<file path="src/rtl/wb_retire_unit.sv">
// Write-back and retire stage: one-deep stage register, register-file write port,
// trap/halt detection, retired-instruction counter and a trace FIFO for the consumer.
module wb_retire_unit #(
  parameter int unsigned XLEN        = 32,
  parameter int unsigned TRACE_DEPTH = 4
) (
  input  logic                           i_clk,
  input  logic                           i_rst,
  input  logic                           i_valid,
  output logic                           o_ready,
  input  logic [XLEN-1:0]                i_inst,
  input  logic [XLEN-1:0]                i_pc,
  input  logic [XLEN-1:0]                i_next_pc,
  input  logic [4:0]                     i_rd,
  input  logic                           i_reg_write,
  input  logic [2:0]                     i_wb_sel,
  input  logic [XLEN-1:0]                i_alu_result,
  input  logic [XLEN-1:0]                i_load_data,
  input  logic [XLEN-1:0]                i_pc_plus_4,
  input  logic [XLEN-1:0]                i_imm,
  input  logic                           i_unaligned_pc,
  input  logic                           i_unaligned_mem,
  output logic [4:0]                     o_wb_rd,
  output logic [XLEN-1:0]                o_wb_rd_data,
  output logic                           o_wb_reg_write,
  output logic                           o_trace_valid,
  input  logic                           i_trace_ready,
  output logic [XLEN-1:0]                o_trace_pc,
  output logic [XLEN-1:0]                o_trace_next_pc,
  output logic [XLEN-1:0]                o_trace_inst,
  output logic [XLEN-1:0]                o_trace_rd_wdata,
  output logic [4:0]                     o_trace_rd,
  output logic                           o_trace_trap,
  output logic                           o_trace_halt,
  output logic [$clog2(TRACE_DEPTH):0]   o_trace_level,
  output logic                           o_halted,
  output logic [63:0]                    o_instret
);

  localparam int unsigned AW = $clog2(TRACE_DEPTH);
  localparam int unsigned LW = AW + 1;

  typedef enum logic {RUN, HALTED} state_t;

  state_t state, state_n;

  logic            r_valid;
  logic [XLEN-1:0] r_inst, r_pc, r_next_pc;
  logic [4:0]      r_rd;
  logic            r_reg_write;
  logic [2:0]      r_wb_sel;
  logic [XLEN-1:0] r_alu_result, r_load_data, r_pc_plus_4, r_imm;
  logic            r_unaligned_pc, r_unaligned_mem;

  logic            r_illegal, r_trap, r_halt;
  logic [XLEN-1:0] rd_data;
  logic [4:0]      rec_rd;
  logic [XLEN-1:0] rec_wdata;

  logic [LW-1:0]   fifo_count;
  logic [AW-1:0]   wr_ptr, rd_ptr;
  logic            have_head, pop, retire, accept;

  logic [XLEN-1:0] f_pc     [TRACE_DEPTH];
  logic [XLEN-1:0] f_next_pc[TRACE_DEPTH];
  logic [XLEN-1:0] f_inst   [TRACE_DEPTH];
  logic [XLEN-1:0] f_wdata  [TRACE_DEPTH];
  logic [4:0]      f_rd     [TRACE_DEPTH];
  logic            f_trap   [TRACE_DEPTH];
  logic            f_halt   [TRACE_DEPTH];

  assign have_head = (fifo_count != '0);
  assign pop       = have_head && i_trace_ready;
  // A full FIFO still accepts a retire when the head is popped in the same cycle.
  assign retire    = r_valid && ((fifo_count != LW'(TRACE_DEPTH)) || pop);
  assign o_ready   = !i_rst && (state == RUN) && (!r_valid || retire) && !(retire && r_halt);
  assign accept    = i_valid && o_ready;

  always_ff @(posedge i_clk) begin
    if (i_rst) begin
      r_valid         <= 1'b0;
      r_inst          <= '0;
      r_pc            <= '0;
      r_next_pc       <= '0;
      r_rd            <= '0;
      r_reg_write     <= 1'b0;
      r_wb_sel        <= '0;
      r_alu_result    <= '0;
      r_load_data     <= '0;
      r_pc_plus_4     <= '0;
      r_imm           <= '0;
      r_unaligned_pc  <= 1'b0;
      r_unaligned_mem <= 1'b0;
    end else if (accept) begin
      r_valid         <= 1'b1;
      r_inst          <= i_inst;
      r_pc            <= i_pc;
      r_next_pc       <= i_next_pc;
      r_rd            <= i_rd;
      r_reg_write     <= i_reg_write;
      r_wb_sel        <= i_wb_sel;
      r_alu_result    <= i_alu_result;
      r_load_data     <= i_load_data;
      r_pc_plus_4     <= i_pc_plus_4;
      r_imm           <= i_imm;
      r_unaligned_pc  <= i_unaligned_pc;
      r_unaligned_mem <= i_unaligned_mem;
    end else if (retire) begin
      r_valid         <= 1'b0;
    end
  end

  always_comb begin
    case (r_inst[6:0])
      7'b0110011, 7'b0010011, 7'b0000011, 7'b0100011, 7'b1100011,
      7'b1101111, 7'b1100111, 7'b0110111, 7'b0010111, 7'b1110011: r_illegal = 1'b0;
      default:                                                    r_illegal = 1'b1;
    endcase
  end

  assign r_trap = r_illegal | r_unaligned_pc | r_unaligned_mem;
  assign r_halt = r_trap | (r_inst == XLEN'(32'h0010_0073));

  always_comb begin
    case (r_wb_sel)
      3'd1:    rd_data = r_load_data;
      3'd2:    rd_data = r_pc_plus_4;
      3'd3:    rd_data = r_imm;
      3'd4:    rd_data = r_pc + r_imm;
      default: rd_data = r_alu_result;
    endcase
  end

  assign rec_rd    = (r_reg_write && !r_trap) ? r_rd : 5'd0;
  assign rec_wdata = (rec_rd != 5'd0) ? rd_data : '0;

  assign o_wb_rd        = r_rd;
  assign o_wb_rd_data   = rd_data;
  assign o_wb_reg_write = retire && r_reg_write && (r_rd != 5'd0) && !r_trap;

  always_ff @(posedge i_clk) begin
    if (retire) begin
      f_pc[wr_ptr]      <= r_pc;
      f_next_pc[wr_ptr] <= r_next_pc;
      f_inst[wr_ptr]    <= r_inst;
      f_wdata[wr_ptr]   <= rec_wdata;
      f_rd[wr_ptr]      <= rec_rd;
      f_trap[wr_ptr]    <= r_trap;
      f_halt[wr_ptr]    <= r_halt;
    end
  end

  always_ff @(posedge i_clk) begin
    if (i_rst) begin
      wr_ptr     <= '0;
      rd_ptr     <= '0;
      fifo_count <= '0;
      o_instret  <= '0;
    end else begin
      if (retire) begin
        wr_ptr    <= wr_ptr + AW'(1);
        o_instret <= o_instret + 64'd1;
      end
      if (pop) rd_ptr <= rd_ptr + AW'(1);
      if (retire && !pop)      fifo_count <= fifo_count + LW'(1);
      else if (!retire && pop) fifo_count <= fifo_count - LW'(1);
    end
  end

  // Head fields are masked rather than cleared so the storage needs no reset.
  assign o_trace_valid    = have_head;
  assign o_trace_level    = fifo_count;
  assign o_trace_pc       = have_head ? f_pc[rd_ptr]      : '0;
  assign o_trace_next_pc  = have_head ? f_next_pc[rd_ptr] : '0;
  assign o_trace_inst     = have_head ? f_inst[rd_ptr]    : '0;
  assign o_trace_rd_wdata = have_head ? f_wdata[rd_ptr]   : '0;
  assign o_trace_rd       = have_head ? f_rd[rd_ptr]      : 5'd0;
  assign o_trace_trap     = have_head && f_trap[rd_ptr];
  assign o_trace_halt     = have_head && f_halt[rd_ptr];

  always_ff @(posedge i_clk) begin
    if (i_rst) state <= RUN;
    else       state <= state_n;
  end

  always_comb begin
    state_n = state;
    case (state)
      RUN:     if (retire && r_halt) state_n = HALTED;
      HALTED:  state_n = HALTED;
      default: state_n = RUN;
    endcase
  end

  assign o_halted = (state == HALTED);

endmodule

</file>
<file path="config.mk">
export PLATFORM = sky130hd
export DESIGN_NAME = wb_retire_unit
export DESIGN_NICKNAME = d
export VERILOG_FILES = /design/src/rtl/wb_retire_unit.sv
export SDC_FILE = /design/constraint.sdc
export NUM_CORES = 1
export LEC_CHECK = 0
export ABC_AREA = 1
export BUFFER_PORTS_ARGS = -buffer_cell sky130_fd_sc_hd__buf_2
export CORE_UTILIZATION = 45
export DETAILED_ROUTE_END_ITERATION = 10
export PLACE_DENSITY = 0.61
export SYNTH_ARGS = -nofsm -noshare
export SYNTH_HDL_FRONTEND = slang
export SYNTH_SLANG_ARGS = --single-unit
</file>
<file path="constraint.sdc">
create_clock -name i_clk -period 8 [get_ports i_clk]
set_input_delay 0.4 -clock i_clk [delete_from_list [all_inputs] [get_ports i_clk]]
set_output_delay 0.4 -clock i_clk [all_outputs]
set_load 0.01 [all_outputs]
</file>
# After elaboration in Yosys (flattened, before gate mapping)
# Memories as Yosys holds them, arrays and structs flattened. A register that Yosys moved wholly into a read port is not among the register bits.
# Index checks and enable logic that the tools add are counted.
# totals
ram_bits	540
mem_count	7
inputBits	239
regBits	308
# op_classes
n_reduce_logical	29
bitwise_logic	4
eq_ne	16
mux	31
addsub	6
# mem_list
name	words	width	read_ports	rd_ports_with_merged_regs	wr	line_no	text
f_inst	4	32	1	1	1	66	logic [XLEN-1:0] f_inst [TRACE_DEPTH];
f_next_pc	4	32	1	1	1	65	logic [XLEN-1:0] f_next_pc[TRACE_DEPTH];
f_pc	4	32	1	1	1	64	logic [XLEN-1:0] f_pc [TRACE_DEPTH];
f_wdata	4	32	1	1	1	67	logic [XLEN-1:0] f_wdata [TRACE_DEPTH];
f_rd	4	5	1	1	1	68	logic [4:0] f_rd [TRACE_DEPTH];
f_halt	4	1	1	1	1	70	logic f_halt [TRACE_DEPTH];
1 more memories	--	--	--	--	--	--	
# ops
cell	n
$mux W32	5
$pmux W32 S4	1
$add A64 B1 Y64 const B	1
$add A32 B32 Y32	1
$eq A32 B21 Y1 const B	1
$eq A7 B7 Y1 const B	4
$mux W2	14
$eq A7 B6 Y1 const B	3
$logic_and A1 B1 Y1	15
$eq A7 B5 Y1 const B	2
$mux W5	2
$reduce_bool A5 Y1	2
$reduce_or A10 Y1	1
$eq A7 B2 Y1 const B	1
$eq A3 B2 Y1 const B	2
$logic_not A1 Y1	6
$mux W1	6
$mux W3	2
$add A2 B1 Y2 const B	2
$reduce_bool A2 Y1	2
$add A3 B1 Y3 const B	1
$eq A3 B1 Y1 const B	1
$eq A3 B3 Y1 const B	1
$ne A3 B3 Y1 const B	1
6 further kinds	9

# Longest topological paths before layout
# depth
ltp_word	11
ltp_mapped	14
mapped_depth_nobuf	14

# Worst setup path before layout
# No wires, ideal clock.
# synth_path
path_kind	reg-to-reg
startpoint	register fifo_count[0] (netlist: o_trace_level[0])
endpoint	memory f_halt[0] (enable)
n_path_buf	1
path_slack_ps	786
arrival_time_ps	6582
setup_time_ps	632
path_stages_with_launch	6
path_cell_list	dfxtp_1 -> nor2_1 -> nand3_1 -> nand2_1 -> clkbuf_1 -> nor2_1
# synth_between
elab_chain_cells	6
word_cells_on_any_way	7
classes_between	eq/ne: 1; mux: 2; reduce/logical: 4
# synth_lines
item	line_no	text
start: declaration	60	logic [LW-1:0] fifo_count;
start signal: assignment	165	if (retire && !pop) fifo_count <= fifo_count + LW'(1);
start signal: assignment	166	else if (!retire && pop) fifo_count <= fifo_count - LW'(1);
$reduce_bool A3 Y1	72	assign have_head = (fifo_count != '0);
$logic_and A1 B1 Y1	73	assign pop = have_head && i_trace_ready;
$logic_or A1 B1 Y1 *	75	assign retire = r_valid && ((fifo_count != LW'(TRACE_DEPTH)) || pop);
$logic_and A1 B1 Y1 *	75	
$mux W1 *	142	if (retire) begin
$mux W1 (implied by the code) *	149	f_halt[wr_ptr] <= r_halt;
end: declaration	70	
# Every way passes the cells marked *; elsewhere a longest branch is shown, timed or not.

==> results by group <==
Logic synthesis
  • Fraction of registers with async set/reset: 0
  • Post-synth top area cell: edfxtp_1
  • Synth cell types: 41
  • Syn Nets: 4847
  • Synth Area per Inst: 8.54 sq um
  • Post-synth EDFFs: 540
  • Post-synthesis sequential area ratio: 0.575
  • Synth area leaders: edfxtp_1 (42%), dfxtp_1 (16%), nor2_1 (9.0%)
  • Flops & latches, synth: 850
  • Mapped Area: 39000 sq um
  • Synth top area share: 0.416
  • Yosys Warn Count: 0
  • Main flop type after synthesis: edfxtp_1
  • Syn Inst Count: 4569

Drt
  • DRC: 0
  • Routed Antenna Nets: 0
  • WL final: 128000 microns
  • Drt wl/cell: 20.5 microns
  • DR iter-0 viols: 2902
  • Via density per instance: 5.29
  • Pre-antenna DRT Iters: 6
  • DR vias: 33.1k

Cells and area
  • Area Growth Syn to Fin: 18.5%
  • Fin util: 0.540
  • Share of layout cells above drive strength 1: 0.132
  • Multi-input gate area: 13700 sq um
  • Fin nets: 5314
  • Fillers: 7997
  • Register area: 22400 sq um

Worst setup path
  • R2R Setup Slk: 4.38 ns
  • Maximum fanout along the worst path: 78
  • R2R Path Start: r_inst[1]
  • Worst Reg-to-Reg Cells: 11
  • Crit start category: register
  • Crit path to: o_trace_rd_wdata[30]
  • Crit path DAT: 3.98 ns
  • CP Capture Type: primary output
  • WP data required: 7.60 ns
  • Crit Path Category: register to primary output
  • Reg-to-reg endpoint: o_wb_rd[1]

Power and ir drop
  • Power density over cell area: 272 nW/um^2
  • Leak Pwr: 18.9 nW
  • Clock group share of total power: 0.334
  • Sw frac: 0.335
  • Peak VDD IR: 0.000172 V
  • Combinational share of power: 0.249
  • Psw: 4.22 mW
  • Sequential Power Share: 0.416
  • Pint: 8.37 mW

Outcome
  • Status: finished, final reports clean

STA
  • Slew Viols, Final: 0
  • Final Cycle Share: 0.548
  • Unrepaired setup endpoints after global routing: no
  • Setup TNS: 0 ns
  • Skew final: 0.0165 ns
  • Setup Viol. Count Final: 0
  • Fin Hold WS: 0.0197 ns
  • Fin crit period: 4.38 ns
  • Final hold violation count: 0
  • Max-slew headroom: 0.142
  • Fmax: 0.228 GHz
  • Slew @ Worst Pin: 1.29 ns

Global routing
  • Largest net degree at the start of global routing: 221
  • Initial antenna violation count: 7
  • Global-route wire length before repair: 189000 microns
  • Remaining Overflow, GRT: 0
  • GRT Overall Usage: 0.287
  • Number of global-route vias before repair: 30.6k

Floorplan
  • Initial Util: 0.456
  • # rows: 107
  • I/O pin total: 482
  • Core ar.: 85500 sq um
  • Die ar.: 87900 sq um
  • Die extent in y: 296 microns
  • Die width: 296 microns

Clock tree
  • CTS Root Cell: clkbuf_16
  • CTS Buf Count: 91
  • Clock latency on the worst-skew pair: 0.65 ns
  • CTS resizes: 0
  • Max Buffers Root-to-Sink: 3
  • Clock sink count: 850
  • CTS clk-pin slew, worst paths: 0.06 ns
  • H-tree lvl count: 3
  • TritonCTS clock tree: done

Hold path
  • Hold WC Path Type: input pin to register

Placement
  • Routability cong.: 0.960
  • HPWL after DPL: 82400 microns
  • # port buffers: 481

Run
  • Max-capacitance violation count: 0
==> flip-flops by register name, indices dropped and copies added (netlist names), 2 cells and up, named ones only <==
signal,cells
f_halt,4
f_inst,128
f_next_pc,128
f_pc,128
f_rd,20
f_trap,4
f_wdata,128
o_instret,64
o_trace_level,3
o_wb_rd,5
r_alu_result,32
r_imm,32
r_inst,32
r_load_data,32
r_next_pc,32
r_pc,32
r_pc_plus_4,32
r_wb_sel,3
rd_ptr,2
wr_ptr,2
==> critical path, stage by stage, from the launching register on <==
cell and delay (ns):
dfxtp_4 0.78, buf_4 0.69, buf_4 0.81, nor2_1 0.11
nor2_1 0.11, o21ai_0 0.09, a21oi_1 0.43, buf_2 0.22
==> per-layer routing <==
layer	GRT usage	vias up	wire, microns
met5	0	-	14
met4	0.0710	2	2440
met3	0.0395	133	9830
met2	0.474	1247	60900
met1	0.397	15589	55000
li1	-	16124	-
==> layout by cell type (no fill, tap or decap), drive strengths merged, types with 119 or more instances in the layout <==
cell type    instances
clkbuf             127
o21ai              310
dfxtp              310
inv                467
nor2               936
edfxtp             540
buf                516
dlygate4sd3        119
nand2              913
a21oi              256
nand4              265
==> metrics by stage <==
step | total power, mW | setup WS [ns] | area, sq um | std cells
6_report | 12.6 | 3.62 | 46200 | 6258
5_1_grt | 13.2 | 3.38 | 46200 | 6255
4_1_cts | 12.7 | 3.62 | 46200 | 6254
3_5_place_dp | 8.45 | 4.23 | 42100 | 5968
3_3_place_gp | 8.43 | 4.27 | 42100 | 5968
2_1_floorplan | 7.11 | 0.786 | 39000 | 4569
==> logic make-up (layout without fill, tap and decap cells) <==
family,Yosys count,after routing,share of synthesized area
xor gates and xnor gates,25,25,0.00561
buffers and inverters,724,1265,0.0749
DFF,850,850,0.575
and+or+nand+nor,2301,2301,0.247
AOI/OAI and AO/OA,630,630,0.0853
other,0,4,0
adders and majority gates,39,39,0.0129
==> layout make-up <==
| class | count | area share |
|---|---|---|
| Sequential cell | 850 | 0.485 |
| Multi-Input combinational cell | 2995 | 0.297 |
| Timing Repair Buffer | 636 | 0.0852 |
| Clock buffer | 126 | 0.0541 |
| Inverter | 462 | 0.0380 |
| Tap cell | 1144 | 0.0310 |
| Clock inverter | 41 | 0.00961 |
| Antenna cell | 4 | 0.000216 |
==> worst min path at each step <==
| stage | endpoint | slack (ns) | depth (start not counted) | start |
|---|---|---|---|---|
| finish | r_inst[14] | 0.02 | 3 | i_inst[14] |
| floorplan | register | 0.44 | 2 | rd_ptr[1] |
| global placement | register | 0.45 | 2 | rd_ptr[1] |
| detailed placement | register | 0.45 | 2 | rd_ptr[1] |
| global route | r_alu_result[10] | 0.008 | 3 | i_alu_result[10] |
| CTS | r_alu_result[14] | 0.0001 | 3 | i_alu_result[14] |
==> synth_stat cells, types with 3 or more instances <==
master and n:
a221oi_1 11, nor3b_1 3, inv_2 3, nor3_1 49, xor2_1 17, o22ai_1 22
o21bai_1 7, clkbuf_1 191, nand2_1 911, a21oi_1 255, edfxtp_1 540, inv_1 457
nand3b_1 8, a211oi_1 6, nand3_1 104, buf_6 22, o221ai_1 13, nand4_1 265
dfxtp_1 310, ha_1 37, or2_2 7, buf_2 26, nor4_1 9, xnor2_1 8
buf_1 21, nor2_1 936, o21ai_0 309
==> power by group through the flow <==
stage	Clock (mW)	Sequential (mW)	Combinational [mW]
6_report	4.21	5.24	3.14
5_1_grt	4.43	5.27	3.46
4_1_cts	4.27	5.24	3.17
3_5_place_dp	0	5.33	3.11
3_3_place_gp	0	5.33	3.10
2_1_floorplan	0	5.22	1.89
==> repair_timing <==
| action | 4_1_cts | 5_1_grt |
|---|---|---|
| endpoints found under the hold margin | 119 | 0 |
| hold buffers | 119 | 0 |
| setup buffers | 0 | 0 |
Power figures use the tool's default switching activity.
